File: config.mk
export PLATFORM = sky130hd
export DESIGN_NAME = reg_bank
export DESIGN_NICKNAME = d
export VERILOG_FILES = /design/src/rtl/reg_bank.sv
export SDC_FILE = /design/constraint.sdc
export NUM_CORES = 1
export LEC_CHECK = 0
export ABC_CLOCK_PERIOD_IN_PS = 3400
export CAP_MARGIN = 20
export CORE_MARGIN = 2
export CORE_UTILIZATION = 50
export DETAILED_ROUTE_END_ITERATION = 8
export PLACE_DENSITY = 0.68
export SLEW_MARGIN = 40
export SYNTH_ARGS = -nofsm -noshare
export SYNTH_HDL_FRONTEND = slang
export SYNTH_SLANG_ARGS = --single-unit
File: constraint.sdc
create_clock -name clk -period 3.4 [get_ports clk]
set_clock_uncertainty 0.2 [all_clocks]
set_input_delay 0.68 -clock clk [delete_from_list [all_inputs] [get_ports clk]]
set_output_delay 0.68 -clock clk [all_outputs]
set_load 0.02 [all_outputs]
File: src/rtl/reg_bank.sv
// Dual-read-port register bank with bitwise write ops and a one-register-per-cycle
// clear sweep; all read data is registered, and writes that cannot be taken raise err.
module reg_bank #(
    parameter int ADDR_W = 3,
    parameter int WIDTH  = 8
) (
    input  logic              clk,
    input  logic              reset,
    input  logic              write,
    input  logic [1:0]        mode,
    input  logic [ADDR_W-1:0] A,
    input  logic [WIDTH-1:0]  data,
    input  logic              clear_all,
    input  logic [ADDR_W-1:0] ra0,
    input  logic [ADDR_W-1:0] ra1,
    output logic [WIDTH-1:0]  q0,
    output logic [WIDTH-1:0]  q1,
    output logic              busy,
    output logic              wr_ack,
    output logic              err
);

    localparam int DEPTH = 2 ** ADDR_W;
    localparam logic [ADDR_W:0] LAST = (ADDR_W + 1)'(DEPTH - 1);

    typedef enum logic [1:0] {
        OP_LOAD   = 2'b00,
        OP_SET    = 2'b01,
        OP_CLEAR  = 2'b10,
        OP_TOGGLE = 2'b11
    } op_e;

    typedef enum logic {
        S_IDLE,
        S_SWEEP
    } state_e;

    logic [WIDTH-1:0] regs_q [DEPTH];
    logic [WIDTH-1:0] regs_d [DEPTH];
    state_e           state_q, state_d;
    logic [ADDR_W:0]  cnt_q, cnt_d;
    logic             busy_q, busy_d;
    logic             wr_ack_q, wr_ack_d;
    logic             err_q, err_d;
    logic [WIDTH-1:0] q0_q, q0_d;
    logic [WIDTH-1:0] q1_q, q1_d;

    function automatic logic [WIDTH-1:0] apply_op(input op_e op,
                                                  input logic [WIDTH-1:0] cur,
                                                  input logic [WIDTH-1:0] msk);
        logic [WIDTH-1:0] res;
        case (op)
            OP_LOAD:   res = msk;
            OP_SET:    res = cur | msk;
            OP_CLEAR:  res = cur & ~msk;
            OP_TOGGLE: res = cur ^ msk;
            default:   res = cur;
        endcase
        return res;
    endfunction

    always_comb begin
        // NOTE: every signal driven here gets a default first, so no path can infer a latch.
        regs_d   = regs_q;
        state_d  = state_q;
        cnt_d    = cnt_q;
        busy_d   = busy_q;
        wr_ack_d = 1'b0;
        err_d    = 1'b0;
        // Read data comes from the pre-edge array, so a same-cycle write reads old.
        q0_d     = regs_q[ra0];
        q1_d     = regs_q[ra1];

        case (state_q)
            S_IDLE: begin
                if (clear_all) begin
                    state_d = S_SWEEP;
                    cnt_d   = '0;
                    busy_d  = 1'b1;
                    err_d   = write;
                end else if (write) begin
                    wr_ack_d = 1'b1;
                    for (int i = 0; i < DEPTH; i++) begin
                        if (A == ADDR_W'(i)) begin
                            regs_d[i] = apply_op(op_e'(mode), regs_q[i], data);
                        end
                    end
                end
            end
            S_SWEEP: begin
                // clear_all is deliberately ignored here; the sweep never restarts.
                regs_d[cnt_q[ADDR_W-1:0]] = '0;
                err_d = write;
                cnt_d = cnt_q + (ADDR_W + 1)'(1);
                if (cnt_q == LAST) begin
                    state_d = S_IDLE;
                    busy_d  = 1'b0;
                end
            end
            default: begin
                state_d = S_IDLE;
                busy_d  = 1'b0;
            end
        endcase
    end

    always_ff @(posedge clk or posedge reset) begin
        if (reset) begin
            // NOTE: the array is reset explicitly because reset must zero every register.
            regs_q   <= '{default: '0};
            state_q  <= S_IDLE;
            cnt_q    <= '0;
            busy_q   <= 1'b0;
            wr_ack_q <= 1'b0;
            err_q    <= 1'b0;
            q0_q     <= '0;
            q1_q     <= '0;
        end else begin
            regs_q   <= regs_d;
            state_q  <= state_d;
            cnt_q    <= cnt_d;
            busy_q   <= busy_d;
            wr_ack_q <= wr_ack_d;
            err_q    <= err_d;
            q0_q     <= q0_d;
            q1_q     <= q1_d;
        end
    end

    assign q0     = q0_q;
    assign q1     = q1_q;
    assign busy   = busy_q;
    assign wr_ack = wr_ack_q;
    assign err    = err_q;

endmodule

# == Word level (Yosys, flattened, before mapping) ==
# Cells that the tools add are included.
# totals
register_bits,88
input_bits,23
out_inout_bits,19
elab_cells,126
# op_classes
addsub,1
n_lt_le_gt_ge,4
n_eq_ne,23
n_mux,40
bitwise_logic,31
n_reduce_logical,12
# op_table
cell,count
8-bit case mux with 4 select lines,8
64-bit two-way mux,2
64-bit case mux with 2 select lines,1
8-bit two-way mux,13
64-bit bitwise AND,1
8-bit bitwise AND,8
64-bit inverter,1
8-bit OR,8
8-bit bitwise XOR,8
8-bit binary-select mux with 3-bit select,2
8-bit demux with 3-bit select,1
3-bit AND reduction,8
"2-bit inequality test, second input constant",11
"3-bit equality test, second input constant",4
"4-bit >= comparator, second input constant",3
3-bit inverter with 4-bit output,3
1-bit two-way mux,8
8-bit inverter,1
4-bit case mux with 2 select lines,1
"3-bit by 2-bit equality test with 1-bit output, second input constant",2
1-bit case mux with 2 select lines,3
"4-bit by 1-bit adder with 4-bit output, second input constant",1
"2-bit equality test, second input constant",2
"4-bit by 3-bit equality test with 1-bit output, second input constant",1
other kinds (10),10

# == Logic depth before layout (Yosys ltp) ==
# Gate-level depths: netlist of run 1.
# depth
depth_word,8
depth_mapped,5
depth_no_buf,5

# == Worst setup path before layout of run 1 ==
# OpenSTA, ideal clock, no wires.
# synth_timing
path_type,input to register
from,input port data[0]
to,register regs_q[24] in the netlist's numbering
setup_time_ps,125
t_arrival_ps,2031
required_time_ps,3075
path_slack_ps,1045
path_stages,4
path_buffers,0
cell_sequence,inv_1 -> ha_1 -> mux4_2 -> mux2_2
# synth_via
elab_chain_cells,7
word_cells_on_any_way,9
classes_between,5 x mux; 4 x bitwise
# synth_lines
element,line,text
"start, declared",12,"input logic [WIDTH-1:0] data,"
8-bit inverter,55,OP_CLEAR: res = cur & ~msk;
8-bit bitwise AND,55,
8-bit case mux with 4 select lines *,52,case (op)
8-bit two-way mux *,84,if (A == ADDR_W'(i)) begin
64-bit two-way mux *,81,end else if (write) begin
64-bit two-way mux *,76,if (clear_all) begin
64-bit case mux with 2 select lines *,74,case (state_q)
"end signal, assigned",119,regs_q <= regs_d;
"end, declared",38,logic [WIDTH-1:0] regs_q [DEPTH];
# Every way passes the cells marked *; elsewhere a longest branch is shown, timed or not. The select of a mux whose other input is x is not followed.
# A chain may end at the register's enable or synchronous reset.

# == Worst setup path after layout of run 1 ==
# layout_timing
from,input port data[4]
to,register regs_q[28] in the netlist's numbering
# The elaborated chain is that of the path after synthesis.

==> key figures, run 1 <==
Clock network
  – CTS tree: built
  – Cts bufs inserted: 9
  – Clock Tree Buf Depth: 2
  – TritonCTS sink count: 88
  – Worst-path clk slew: 60 ps
  – H-tree depth: 3
  – Hold-fix buffer count after cts: 0
  – Post_cts resized: 0
  – Worst skew pair latency: 350 ps
  – Postcts setup bufs: 0
  – CTS Root Cell: clkbuf_16

Floorplanning
  – Initial Util: 0.507
  – Die W: around 130 um
  – DIE HEIGHT: approximately 130 um
  – Core Rows: 47
  – Top-Level Pins: 42
  – Die ar.: 17700 um2
  – Core Region: 16400 um2

Yosys
  – #FFs+latches synth: between 80 and 90
  – Post-synthesis cell count: between 700 and 800
  – Synth area leaders: dfrtp_1 26%, mux4_2 23%, ha_1 19%, inv_1 7.3%, mux2_2 3.5%
  – Synth cell types: 34
  – Avg Cell Area, Syn: 11.8 um2
  – Syn_nets: between 800 and 900
  – Synth Warn #: 0
  – Top cell type's share of synthesized area: 0.265
  – Mapped Area: 8320 um2
  – Post-synthesis sequential area ratio: 0.265
  – Cell taking the most area after synthesis: dfrtp_1

Drt
  – Metal3 WL: 1010 um
  – M1 WL: 8380 um
  – # DRC: 0
  – ANT nets after route: 0
  – Met2 Wirelength: 10300 um
  – Vias/cell: just under 6
  – Vias: 5784
  – Routed len/inst: 21.3 um
  – DR top layer: met4
  – Initial drt markers: 395
  – Drt first pass iters: 5
  – Final wirelength: 20700 um

Cells and area
  – Fill cell count: around 1.3k
  – Share of layout cells above drive strength 1: 0.229
  – Antenna cells: 0
  – Final core occ: 0.566
  – Area Growth Syn to Fin: 11.5%
  – Fin area: 9280 um2
  – Nets: around 900

STA
  – TNS Setup: 0 ps
  – Post-layout min period: 2840 ps
  – Setup-failing EPs final: 0
  – Slew Limit Fails: 0
  – Final hold vios: 0
  – RSZ-0062 raised after global routing: false
  – Worst Tran Pin Value: 784 ps
  – Slew margin rel.: 0.474
  – Max Freq: 352 MHz
  – Fin crit share: 0.837

Critical path
  – CP startpoint kind: input port
  – CP endpoint kind: flip-flop
  – CP max stage cell: clkdlybuf4s50_1
  – Worst Path Buf+Inv: 2
  – WS Path Type: input port to flip-flop
  – CP max stage delay: 540 ps
  – CP top delay family: buffers and inverters
  – Worst path arrival time: 2880 ps
  – Req. time, crit path: 3430 ps
  – Worst-path fanout max: 19
  – Cell Chain, Critical Path: clkdlybuf4s50_1 -> inv_1 -> ha_1 -> mux4_2 -> mux2_2

Placement
  – I/O Buffers: 41
  – Gpl congestion: 0.831
  – Area post-placement: around 9000 um2
  – HPWL after detailed placement: 13900 um

Min path
  – Min-Delay Path Class: flip-flop to flip-flop

Power and ir drop
  – Lkg Pwr: 4.44 nW
  – Pwr dens: 443 nW/um2
  – Peak supply drop: 0.276 mV

GRT
  – Vias in the first global route: 6166
  – Initial antenna violation count: 0
  – Largest net degree at the start of global routing: 47
  – Grt ovf: 0
  – Global Route Usage Sum: 0.251
  – First-pass GRT wire length: 33700 um

Job
  – Max Cap Viol: 0

Run status
  – Outcome: finished clean
-- cell type report --
cell class                 instances  area, um2  area share
sequential                        88       2200       0.237
clock inverter                     2       12.5     0.00135
inverter                         162        609      0.0657
multi-input combinational        420       5250       0.566
tap                              220        275      0.0297
timing repair buffer              66        656      0.0706
clock buffer                      14        274      0.0295
-- report_power, final --
part           internal, mW  switching [mW]
combinational         0.775           0.825
clock                 0.556           0.424
sequential             1.26           0.278
total                  2.59            1.53
-- worst paths after layout --
check | start | end | slack, ps | cells past startpoint
worst max-delay path | data[4] | regs_q[28]$_DFFE_PP0P_ | 560 | 5
worst max register to register | state_q$_DFF_PP0_ | regs_q[44]$_DFFE_PP0P_ | 990 | 3
max in group asynchronous | reset | regs_q[17]$_DFFE_PP0P_ | 1780 | 4
worst min-delay path | busy$_DFFE_PP0P_ | busy$_DFFE_PP0P_ | 280 | 2
worst min register to register | busy$_DFFE_PP0P_ | busy$_DFFE_PP0P_ | 280 | 2
min in group asynchronous | reset | regs_q[44]$_DFFE_PP0P_ | 470 | 2
-- cells by family (layout without fill, tap and decap cells) --
group                      after synthesis  count (layout)  share of synthesized area
DFF                                     88              88                      0.265
and+or+nand+nor                         94              94                     0.0637
adders and majority gates              129             129                      0.194
AOI/OAI and AO/OA                       50              50                     0.0421
buffers and inverters                  200             244                      0.106
muxes                                  147             147                      0.330
-- through the flow --
step / hold slack (ps) / cells / worst slack, ps / power, mW
floorplan: 251 / 708 / 241 / 2.58
global placement: 262 / 956 / 306 / 3.03
detailed placement: 272 / 956 / 225 / 3.14
CTS: 286 / 972 / 589 / 4.13
global route: 314 / 972 / 483 / 4.38
finish: 284 / 972 / 555 / 4.12
-- synth_stat cells (all sizes together) --
master and instances:
and2b 1, nor4bb 2, buf 32, nand4bb 1
and2 16, inv 162, nand4 1, nand2 45
a31o 16, nor4b 1, dfrtp 88, and3b 2
ha 129, nand3 5, nand4b 4, mux4 96
nor3b 1, nand2b 2, and3 1, mux2 26
nor2b 2, nor2 9, a211oi 16, mux2i 25
clkbuf 6, nor3 1, o21ai 18
-- routing by layer --
metal / track usage / vias up
li1: - / 2543
met1: 0.318 / 2999
met2: 0.418 / 179
met3: 0.0333 / 63
met4: 0.142 / 0
met5: 0 / -
-- cell usage in the layout (no fill, tap or decap), types with 2 or more instances in the layout --
cell | synthesis | final
mux4_2 | 86 | 86
nand3_1 | 3 | 3
ha_1 | 129 | 129
nand4b_1 | 4 | 4
clkbuf_16 | 0 | 9
clkbuf_8 | 0 | 3
and2_1 | 16 | 16
clkdlybuf4s50_1 | 0 | 39
mux4_1 | 10 | 10
mux2_2 | 26 | 26
and3b_1 | 2 | 2
clkbuf_1 | 6 | 2
buf_12 | 2 | 5
nand2_1 | 45 | 45
o21ai_0 | 18 | 18
nand2b_1 | 2 | 2
nor2_1 | 8 | 8
a31o_1 | 6 | 6
nor2b_1 | 2 | 2
inv_1 | 162 | 161
dfrtp_1 | 88 | 88
a211oi_1 | 16 | 16
mux2i_1 | 25 | 25
clkinv_2 | 0 | 2
nand3_2 | 2 | 2
buf_4 | 5 | 22
a31o_2 | 10 | 10
-- worst reg2reg max path: cells and delay by family, from the launching register on --
family | cells | cell delay (ps)
flip-flops | 1 | 700
AND/OR/NAND/NOR | 2 | 1130
multiplexers | 1 | 270
-- state kept, by name, summed over array words and instances (netlist names) --
signal / flops
busy: 1
cnt_q: 4
err: 1
q0: 8
q1: 8
regs_q: 64
state_q: 1
wr_ack: 1
(Power assumes the default switching activity.)
==> inputs of run 2 (changes only) <==
Settings changed: ABC_CLOCK_PERIOD_IN_PS 3400 to 2400, PLACE_DENSITY 0.68 to 0.71.
Clock period 3.4 ns to 2.4 ns, I/O delays scaled along.
==> run 2 against run 1 <==
Worst setup slack got worse by 440 ps. Sequential share of layout area fell by 0.90 points. Utilization rose by 2.2 points. Die area did not move. Critical path depth rose by 2. Flip-flop and latch count did not move. Clock power rose by 62%. Final area rose by 3.9%. Final cell count rose by 3.5%. Hold slack improved by 3.1 ps. First-iteration DRC count rose by 21%. Largest power group unchanged.
==> key figures, run 2 (synthesized netlist as in run 1, its figures left out) <==
Cells and area
  – Max FFs per register: 64
  – Final std cells w/o fill: 1006
  – Area Growth Syn to Fin: 15.9%
  – Final core occ: 0.588
  – Most common cell after layout, fill and taps aside: inv_1
  – Share of layout cells above drive strength 1: 0.262
  – Nets: roughly 930
  – Largest Register: regs_q
  – Antenna cells: 0
  – Most frequent cells in the layout: 161 x inv_1, 129 x ha_1, 88 x dfrtp_1

Drt
  – ANT nets after route: 0
  – Vias: 5904
  – # DRC: 0
  – Final wirelength: ~21000 um
  – Drt first pass iters: 5
  – Vias/cell: between 5 and 6
  – Initial drt markers: 478
  – Routed len/inst: 21.0 um

Floorplanning
  – Initial Util: 0.507
  – Die W: 133 um
  – Core Region: approximately 16000 um2
  – DIE HEIGHT: 133 um
  – Core Rows: 47
  – Die ar.: between 15000 and 20000 um2
  – Top-Level Pins: 42

GRT
  – Vias in the first global route: 6310
  – Largest net degree at the start of global routing: 89
  – Global Route Usage Sum: 0.252
  – Grt ovf: 0
  – First-pass GRT wire length: 33900 um
  – Initial antenna violation count: 0

Clock network
  – Hold-fix buffer count after cts: 0
  – TritonCTS sink count: 88
  – Cts bufs inserted: 9
  – Postcts setup bufs: 0
  – Post_cts resized: 0
  – CTS tree: built
  – Worst skew pair latency: 360 ps
  – Clock Tree Buf Depth: 2
  – CTS Root Cell: clkbuf_16
  – H-tree depth: 3
  – Worst-path clk slew: 70 ps

STA
  – Slew margin rel.: 0.657
  – Worst Tran Pin Value: 515 ps
  – Max Freq: ~440 MHz
  – RSZ-0062 raised after global routing: false
  – Setup-failing EPs final: 0
  – Post-layout min period: 2280 ps
  – TNS Setup: 0 ps
  – Slew Limit Fails: 0
  – Min Hold Slack: 287 ps
  – Final hold vios: 0
  – Fin crit share: 0.950

Run status
  – Outcome: finished clean

Power and ir drop
  – Peak supply drop: ~0.42 mV
  – Pwr dens: roughly 640 nW/um2
  – Design Power: 6.17 mW
  – Lkg Pwr: 4.63 nW

Critical path
  – WS Path Type: input port to flip-flop
  – Worst path arrival time: 2360 ps
  – CP max stage cell: clkdlybuf4s50_1
  – Worst Path Buf+Inv: 4
  – Cell Chain, Critical Path: clkdlybuf4s50_1 -> inv_1 -> buf_4 -> ha_1 -> inv_1 -> mux4_2 -> mux2i_1
  – Req. time, crit path: between 2000 and 2500 ps
  – Worst-path fanout max: 12
  – CP max stage delay: approximately 500 ps
  – CP startpoint kind: input port
  – CP top delay family: buffers and inverters
  – Top cell by count, worst path: inv_1
  – CP endpoint kind: flip-flop

Placement
  – HPWL after detailed placement: ~15000 um
  – Placed insts: 990
  – Gpl congestion: 0.794
  – I/O Buffers: between 40 and 50

Min path
  – Min-Delay Path Class: flip-flop to flip-flop

Job
  – Max Cap Viol: 0
-- run 2: worst register-to-register path: cells and delay by family, from the launching register on --
family	cells	cell delay (ps)
flip-flops	1	480
multiplexers	1	420
buffers and inverters	1	220
AND/OR/NAND/NOR	2	560
-- run 2: final timing paths --
| path | cells past startpoint | to | from | slack [ps] |
|---|---|---|---|---|
| min in group asynchronous | 3 | regs_q[57]$_DFFE_PP0P_ | reset | 390 |
| setup reg to reg | 4 | regs_q[27]$_DFFE_PP0P_ | state_q$_DFF_PP0_ | 400 |
| setup / recovery | 7 | regs_q[8]$_DFFE_PP0P_ | data[0] | 120 |
| hold reg to reg | 2 | busy$_DFFE_PP0P_ | busy$_DFFE_PP0P_ | 290 |
| max in group asynchronous | 3 | q0[4]$_DFF_PP0_ | reset | 1200 |
| hold / removal | 2 | busy$_DFFE_PP0P_ | busy$_DFFE_PP0P_ | 290 |
-- run 2: metrics by stage --
step	instance area, um2	setup slack, ps
floorplan	8330	245
global placement	9330	-183
detailed placement	9330	-253
CTS	9650	117
global route	9650	25.1
finish	9650	119
-- run 2: layout make-up --
cell class,count,area [um2]
clock buffers,11,243
clock inverters,5,80.1
fillers,1289,6760
inverters,162,612
multi-input cells,420,5240
flip-flops and latches,88,2200
well taps,220,275
repair buffers,100,998
-- run 2: routing by layer --
metal	GRT usage	wire, um	up-vias	part of all wire
li1	-	-	2616	-
met5	0	0	-	0
met2	0.432	10800	187	0.51
met4	0.0998	633	0	0.030
met3	0.0356	1040	43	0.049
met1	0.323	8660	3058	0.41
-- run 2: where the power goes --
| part | total, mW | leakage [nW] | internal, mW | switching, mW |
|---|---|---|---|---|
| Combinational | 2.42 | 3.28 | 1.20 | 1.22 |
| Sequential | 2.15 | 1.20 | 1.78 | 0.369 |
| Clock | 1.59 | 0.152 | 0.940 | 0.651 |
| Total | 6.17 | 4.63 | 3.92 | 2.24 |
